**src/rtl/mac16_q9_pkg.sv**
```systemverilog
// Shared types and constants for the Q9 sequential dot-product engine.
// Holds fixed widths, Q9 clamp limits, data typedefs and the control FSM states.
package mac16_q9_pkg;

    localparam int Q9_FRAC = 9;
    localparam int DATA_W  = 16;
    localparam int ACC_W   = 36;

    typedef logic signed [DATA_W-1:0] q9_t;
    typedef logic signed [ACC_W-1:0]  acc_t;

    localparam q9_t Q9_MAX = 16'sh7FFF;
    localparam q9_t Q9_MIN = 16'sh8000;

    typedef enum logic [1:0] {
        IDLE,
        ACC,
        OUT
    } state_e;

    // Sign-extend a Q9 value into the Q18 accumulator format.
    function automatic acc_t q9_to_acc(input q9_t v);
        acc_t ext;
        ext = acc_t'(v);
        return ext <<< Q9_FRAC;
    endfunction

endpackage

```
**src/rtl/mul_add_16q9_acc16.sv**
```systemverilog
// Combinational multiply-add-round-saturate: sum_o = a_i*x_i + addend_i (Q18),
// y_o = sum_o rounded to Q9 (ties toward zero) and clamped to 16 bits, sat_o = clamp hit.
import mac16_q9_pkg::*;

module mul_add_16q9_acc16 (
    input  q9_t        a_i,
    input  q9_t        x_i,
    input  acc_t       addend_i,
    output acc_t       sum_o,
    output q9_t        y_o,
    output logic       sat_o
);

    logic signed [31:0] prod;
    logic signed [27:0] rnd;
    logic               inc;

    always_comb begin
        prod  = a_i * x_i;
        sum_o = acc_t'(prod) + addend_i;

        // Exact ties (bit 8 set, lower bits clear) must not move a
        // positive value up; for negatives the arithmetic shift already
        // rounded down, so any half or more moves it back toward zero.
        if (sum_o[ACC_W-1]) begin
            inc = sum_o[8];
        end else begin
            inc = sum_o[8] & (|sum_o[7:0]);
        end
        rnd = {sum_o[ACC_W-1], sum_o[ACC_W-1:Q9_FRAC]} + {27'd0, inc};

        if (rnd > 28'sd32767) begin
            y_o   = Q9_MAX;
            sat_o = 1'b1;
        end else if (rnd < -28'sd32768) begin
            y_o   = Q9_MIN;
            sat_o = 1'b1;
        end else begin
            y_o   = rnd[DATA_W-1:0];
            sat_o = 1'b0;
        end
    end

endmodule

```
**src/rtl/mac16_q9_seq.sv**
```systemverilog
// Sequential Q9 dot-product engine: accumulates up to N_TERMS a*x products plus a
// per-vector bias, then presents one rounded/saturated result with valid/ready.
// Ports: clk_i, rst_i (sync, active high); input beat in_valid_i/in_ready_o/in_last_i,
// a_i, x_i, bias_i; result out_valid_o/out_ready_i, y_o (Q9), acc_o (raw Q18).
// Build option MAC16Q9_SAT_FLAG_EN adds sat_o, set when the result was clamped.
import mac16_q9_pkg::*;

module mac16_q9_seq #(
    parameter int N_TERMS = 16
) (
    input  logic        clk_i,
    input  logic        rst_i,
    input  logic        in_valid_i,
    output logic        in_ready_o,
    input  logic        in_last_i,
    input  q9_t         a_i,
    input  q9_t         x_i,
    input  q9_t         bias_i,
    output logic        out_valid_o,
    input  logic        out_ready_i,
    output q9_t         y_o,
`ifdef MAC16Q9_SAT_FLAG_EN
    output logic        sat_o,
`endif
    output acc_t        acc_o
);

    localparam logic [4:0] N_TERMS_C = 5'(N_TERMS);

    state_e     state_q, state_d;
    logic [4:0] count_q, count_d;
    acc_t       acc_q, acc_d;
    acc_t       acc_out_q, acc_out_d;
    q9_t        y_q, y_d;
    logic       out_valid_q, out_valid_d;
    logic       in_ready_q, in_ready_d;
    logic       sat_q, sat_d;

    acc_t       addend;
    acc_t       sum;
    q9_t        y_rnd;
    logic       sat_rnd;
    logic       first;
    logic       beat;
    logic       term;
    logic [4:0] count_inc;

    mul_add_16q9_acc16 u_mac (
        .a_i      (a_i),
        .x_i      (x_i),
        .addend_i (addend),
        .sum_o    (sum),
        .y_o      (y_rnd),
        .sat_o    (sat_rnd)
    );

    always_comb begin
        first     = (state_q == IDLE);
        beat      = in_valid_i & in_ready_q;
        addend    = first ? q9_to_acc(bias_i) : acc_q;
        count_inc = first ? 5'd1 : count_q + 5'd1;
        // A full vector ends itself even without in_last_i.
        term      = beat & (in_last_i | (count_inc == N_TERMS_C));

        state_d     = state_q;
        count_d     = count_q;
        acc_d       = acc_q;
        acc_out_d   = acc_out_q;
        y_d         = y_q;
        out_valid_d = out_valid_q;
        sat_d       = sat_q;

        unique case (state_q)
            IDLE, ACC: begin
                if (beat) begin
                    acc_d   = sum;
                    count_d = count_inc;
                    state_d = ACC;
                    if (term) begin
                        state_d     = OUT;
                        count_d     = 5'd0;
                        acc_out_d   = sum;
                        y_d         = y_rnd;
                        sat_d       = sat_rnd;
                        out_valid_d = 1'b1;
                    end
                end
            end
            OUT: begin
                if (out_valid_q & out_ready_i) begin
                    out_valid_d = 1'b0;
                    state_d     = IDLE;
                end
            end
            default: begin
                state_d = IDLE;
            end
        endcase

        in_ready_d = (state_d != OUT);
    end

    always_ff @(posedge clk_i) begin
        if (rst_i) begin
            state_q     <= IDLE;
            count_q     <= 5'd0;
            acc_q       <= '0;
            acc_out_q   <= '0;
            y_q         <= '0;
            out_valid_q <= 1'b0;
            in_ready_q  <= 1'b0;
            sat_q       <= 1'b0;
        end else begin
            state_q     <= state_d;
            count_q     <= count_d;
            acc_q       <= acc_d;
            acc_out_q   <= acc_out_d;
            y_q         <= y_d;
            out_valid_q <= out_valid_d;
            in_ready_q  <= in_ready_d;
            sat_q       <= sat_d;
        end
    end

    assign in_ready_o  = in_ready_q;
    assign out_valid_o = out_valid_q;
    assign y_o         = y_q;
    assign acc_o       = acc_out_q;

`ifdef MAC16Q9_SAT_FLAG_EN
    assign sat_o = sat_q;
`else
    logic sat_unused;
    assign sat_unused = sat_q;
`endif

endmodule

```
**config.mk**
```make
export PLATFORM = sky130hd
export DESIGN_NAME = mac16_q9_seq
export DESIGN_NICKNAME = d
export VERILOG_FILES = /design/src/rtl/mac16_q9_pkg.sv /design/src/rtl/mul_add_16q9_acc16.sv /design/src/rtl/mac16_q9_seq.sv
export SDC_FILE = /design/constraint.sdc
export NUM_CORES = 1
export LEC_CHECK = 0
export CAP_MARGIN = 20
export CORE_MARGIN = 10
export CORE_UTILIZATION = 35
export CTS_CLUSTER_SIZE = 30
export DETAILED_ROUTE_END_ITERATION = 7
export PLACE_DENSITY = 0.58
export SYNTH_ARGS = -nofsm -noshare
export SYNTH_HDL_FRONTEND = slang
export SYNTH_HIERARCHICAL = 1
export SYNTH_SLANG_ARGS = --single-unit
```
**constraint.sdc**
```tcl
create_clock -name clk_i -period 16.05 [get_ports clk_i]
set_clock_uncertainty 0.1 [all_clocks]
set_input_delay 4.815 -clock clk_i [delete_from_list [all_inputs] [get_ports clk_i]]
set_output_delay 4.815 -clock clk_i [all_outputs]
set_load 0.03 [all_outputs]
```
[After elaboration in Yosys (flattened, before gate mapping)]
Cells that the tools add are included.
Operators by class
  shifts and indexed selects: 0
  equality and inequality tests: 7
  add/subtract/negate cells: 3
  magnitude comparators: 2
  mux-type cells: 14
  div/mod/pow operators: 0
  reduce and logical (&&, ||, !) cells: 7
  bitwise operators: 5
  $mul: 1
Operators by type and width (number)
  $add 32x36->36: 1
  $mux 36: 1
  $mul 16x16->32: 1
  $mux 16: 2
  $add 27x2->28: 1
  $gt 28x16->1 const B: 1
  $lt 28x16->1 const B: 1
  $mux 5: 2
  $ne 2x2->1 const B: 4
  $reduce_or 8->1: 1
  $mux 2: 3
  $add 5x1->5 const B: 1
  $eq 5x5->1 const B: 1
  $and 1x1->1: 4
  $mux 1: 4
  $pmux 2 s2: 1
  $reduce_and 4->1: 1
  $reduce_and 3->1: 1
  $eq 2x1->1 const B: 1
  $eq 2x2->1 const B: 1
  $logic_not 2->1: 1
  $pmux 1 s2: 1
  $reduce_and 2->1: 1
  $reduce_bool 2->1: 1
  other kinds (2): 2
Storage, ports and cells
  register bits after elaboration: 97
  logic and storage cells: 46
  memories: 0
  ROM bits: 0
  memory bits (writable): 0
  bits in latches: 0
  output and inout bits: 54
  input port bits: 53

[Depth between registers and ports, before layout]
  depth in word-level cells: 10
  mapped depth: 40
  gate-level depth less buffers: 36

[Modules after synthesis]
The synthesis kept the hierarchy.
Modules (own cells, without submodules)
  mul_add_16q9_acc16: seq. area each 0.0 um^2, times used 1, cells each 1477, area each 12973.7 um^2
  mac16_q9_seq: seq. area each 1941.9 um^2, times used 1, cells each 517, area each 4119.0 um^2

[Worst setup path before layout]
OpenSTA, ideal clock, no wires.
  kind: input port to flip-flop
  start point: in a_i[15]
  end point: reg y_q[10] (netlist: y_o[10])
  slack: 2792 ps
  stages: 36
  path buffers: 2
  setup time: 132 ps
  required time: 15818 ps
  arrival time: 13026 ps
  cell sequence: clkbuf_1 nand2_1 fa_1 fa_1 inv_1 fa_1 inv_1 fa_1 inv_1 fa_1 inv_1 fa_1 inv_1 ha_1 nand2_1 nor2_1 a211oi_1 and2_1 a21oi_1 o2111ai_1 nand2_1 xor2_1 a21boi_0 ha_1 nand4_1 nor3_1 nand3_2 nor4_1 xnor2_1 nor4b_1 o211ai_2 o21ai_2 buf_6 o21ai_2 nand3b_1 a21oi_1
Between the ends
  cells in the longest elaborated chain, start to end: 7
  elaborated cells between the ends (all ways): 8
  classes of those cells: 2 x add/sub; 1 x mul; 2 x order compare; 3 x mux
RTL lines
  from (decl): RTL line mac16_q9_seq.sv:16  | input q9_t a_i,
  $mul 16x16->32 (*): RTL line mul_add_16q9_acc16.sv:19  | prod = a_i * x_i;
  $add 32x36->36 (*): RTL line mul_add_16q9_acc16.sv:20  | sum_o = acc_t'(prod) + addend_i;
  $mux 1: RTL line mul_add_16q9_acc16.sv:25  | if (sum_o[ACC_W-1]) begin
  $add 27x2->28 (*): RTL line mul_add_16q9_acc16.sv:30  | rnd = {sum_o[ACC_W-1], sum_o[ACC_W-1:Q9_FRAC]} + {27'd0, inc};
  $lt 28x16->1: RTL line mul_add_16q9_acc16.sv:35  | end else if (rnd < -28'sd32768) begin
  $mux 16: RTL line mul_add_16q9_acc16.sv:35
  $mux 16 (*): RTL line mul_add_16q9_acc16.sv:32  | if (rnd > 28'sd32767) begin
  net y_rnd[10]: RTL line mac16_q9_seq.sv:41  | q9_t y_rnd;
  to (signal assigned): RTL line mac16_q9_seq.sv:118  | y_q <= y_d;
  to (decl): RTL line mac16_q9_seq.sv:34  | q9_t y_q, y_d;
Mark *: on every way through the listed nets, which the timed path passes. The rest lies on a longest branch.
A chain may end at the register's enable or synchronous reset.

[Final worst setup path]
  start point: in a_i[15]
  end point: reg y_q[3] (netlist: y_o[3])
Same word-level chain as after synthesis.

==> impl_metrics.env <==
export IMPL_grt_pass1_vias=14094
export IMPL_cts_tree="yes"
export IMPL_tns_ns=0
export IMPL_multi_input_area_um2=13300
export IMPL_cts_root_buf="clkbuf_16"
export IMPL_status="finished clean"
export IMPL_layout_commonest_cell="inv_1"
export IMPL_wl_mm=46.6
export IMPL_final_cell_mix="369 x inv_1, 314 x fa_1, 288 x nand2_1, 139 x and2_1, 138 x a21oi_1"
export IMPL_layout_drive_gt1_share_pct=3.39
export IMPL_highest_signal_layer="met4"
export IMPL_first_pass_iters=6
export IMPL_tightest_slew_ns=1.03
export IMPL_die_w_um=241
export IMPL_relSlewSlack_pct=31.1
export IMPL_hold_viol_final=0
export IMPL_gr_total_overflow=0
export IMPL_holdWs_ns=0.353
export IMPL_track_usage_pct=16.6
export IMPL_cts_buffer_depth=2
export IMPL_syn_area_um2=17100
export IMPL_route_met3_wl_mm=2.20
export IMPL_portBuffers=106
export IMPL_regArea_um2=1940
export IMPL_dieArea_um2=58100
export IMPL_antenna_found_initial=0
export IMPL_cts_buffers=9
export IMPL_num_vias=13262
export IMPL_io_pins=107
export IMPL_dp_cells=2635
export IMPL_syn_to_final_growth_pct=10.7
export IMPL_drc=0
export IMPL_ctsHoldBuffers=0
export IMPL_path_max_fanout=16
export IMPL_met2WireLength_mm=21.1
export IMPL_grt_max_degree=107
export IMPL_stdcell_count=2651
export IMPL_post_drt_via_cell_ratio=5.00
export IMPL_start_util_pct=35.6
export IMPL_clock_sinks=97
export IMPL_grt_pass1_wl_mm=77.6
export IMPL_antenna_left=0
export IMPL_core_area_um2=48000
export IMPL_fill_cells=4920
export IMPL_wl_met1_mm=22.9
export IMPL_drt_wirelength_per_cell_um=17.6
export IMPL_hold_path_class="reg2reg"
export IMPL_slowest_stage="clkdlybuf4s50_1"
export IMPL_htreeDepth=3
export IMPL_critPathLaunchType="primary input"
export IMPL_synth_cells=1993
export IMPL_gp_congestion=0.889
export IMPL_required_ns=16.14
export IMPL_period_minus_slack_ns=14.80
export IMPL_nets=2508
export IMPL_cp_arrival_ns=14.89
export IMPL_antenna_cells=0
export IMPL_yosys_warnings=6
export IMPL_cts_resized=0
export IMPL_cts_clk_slew_worst_paths_ns=0.07
export IMPL_syn_area_per_cell_um2=8.57
export IMPL_synth_fp_nets=2470
export IMPL_post_cts_setup_buffers=0
export IMPL_rsz0062_at_grt="false"
export IMPL_fmax_mhz=67.6
export IMPL_slowest_delay_ns=0.81
export IMPL_period_share_pct=92.2
export IMPL_maxSlewViolCount=0
export IMPL_critPathKind="in2reg"
export IMPL_drt_iter0_markers=768
export IMPL_die_h_um=241
export IMPL_insertion_delay_ns=0.36
export IMPL_cp_end_kind="register"
export IMPL_cap_violations=0
export IMPL_setup_violations=0
export IMPL_place_hpwl_mm=38.4
export IMPL_final_util_pct=39.3
export IMPL_rows=80
[stage by stage]
stage,instance area [um^2],setup slack [ns]
after floorplan,17100,2.79
after global placement,18600,1.12
after detailed placement,18600,0.858
after CTS,18900,1.20
after global routing,18900,0.383
final,18900,1.25
[metal layers]
layer / vias up / GRT usage, %
li1: 6309 / -
met1: 6627 / 24.5
met2: 301 / 26.0
met3: 25 / 2.13
met4: 0 / 2.21
met5: - / 0
[worst max-delay path, delay by kind of cell]
kind,cells,cell delay (ns)
AOI/OAI and AO/OA,8,1.52
buffers and inverters,7,1.38
xor gates and xnor gates,2,0.37
adders and majority gates,8,4.08
and+or+nand+nor,11,2.70
[final cells by class]
cell class	count	area share, %
clock buffer	10	1.26
clock inverter	6	0.304
timing repair buffer	122	6.23
inverter	369	7.33
tap	615	4.07
multi-input combinational	1432	70.5
sequential	97	10.3
[state kept, by name, indices dropped and copies added (netlist names)]
register     cells
acc_o           36
acc_q           36
y_o             16
count_q          5
state_q          2
in_ready_o       1
out_valid_o      1
[path summary, 6_finish.rpt]
kind / start / depth (start not counted) / end / slack (ns)
hold reg to reg: acc_q[7] / 2 / acc_q[7] / 0.35
setup / recovery: a_i[15] / 36 / y_o[3] / 1.25
setup reg to reg: state_q[1] / 32 / y_o[3] / 6.09
hold / removal: acc_q[7] / 2 / acc_q[7] / 0.35
Power is left out: the tool's default activity adds up to more than one toggle a clock period on the data nets, which glitch-free logic cannot reach.
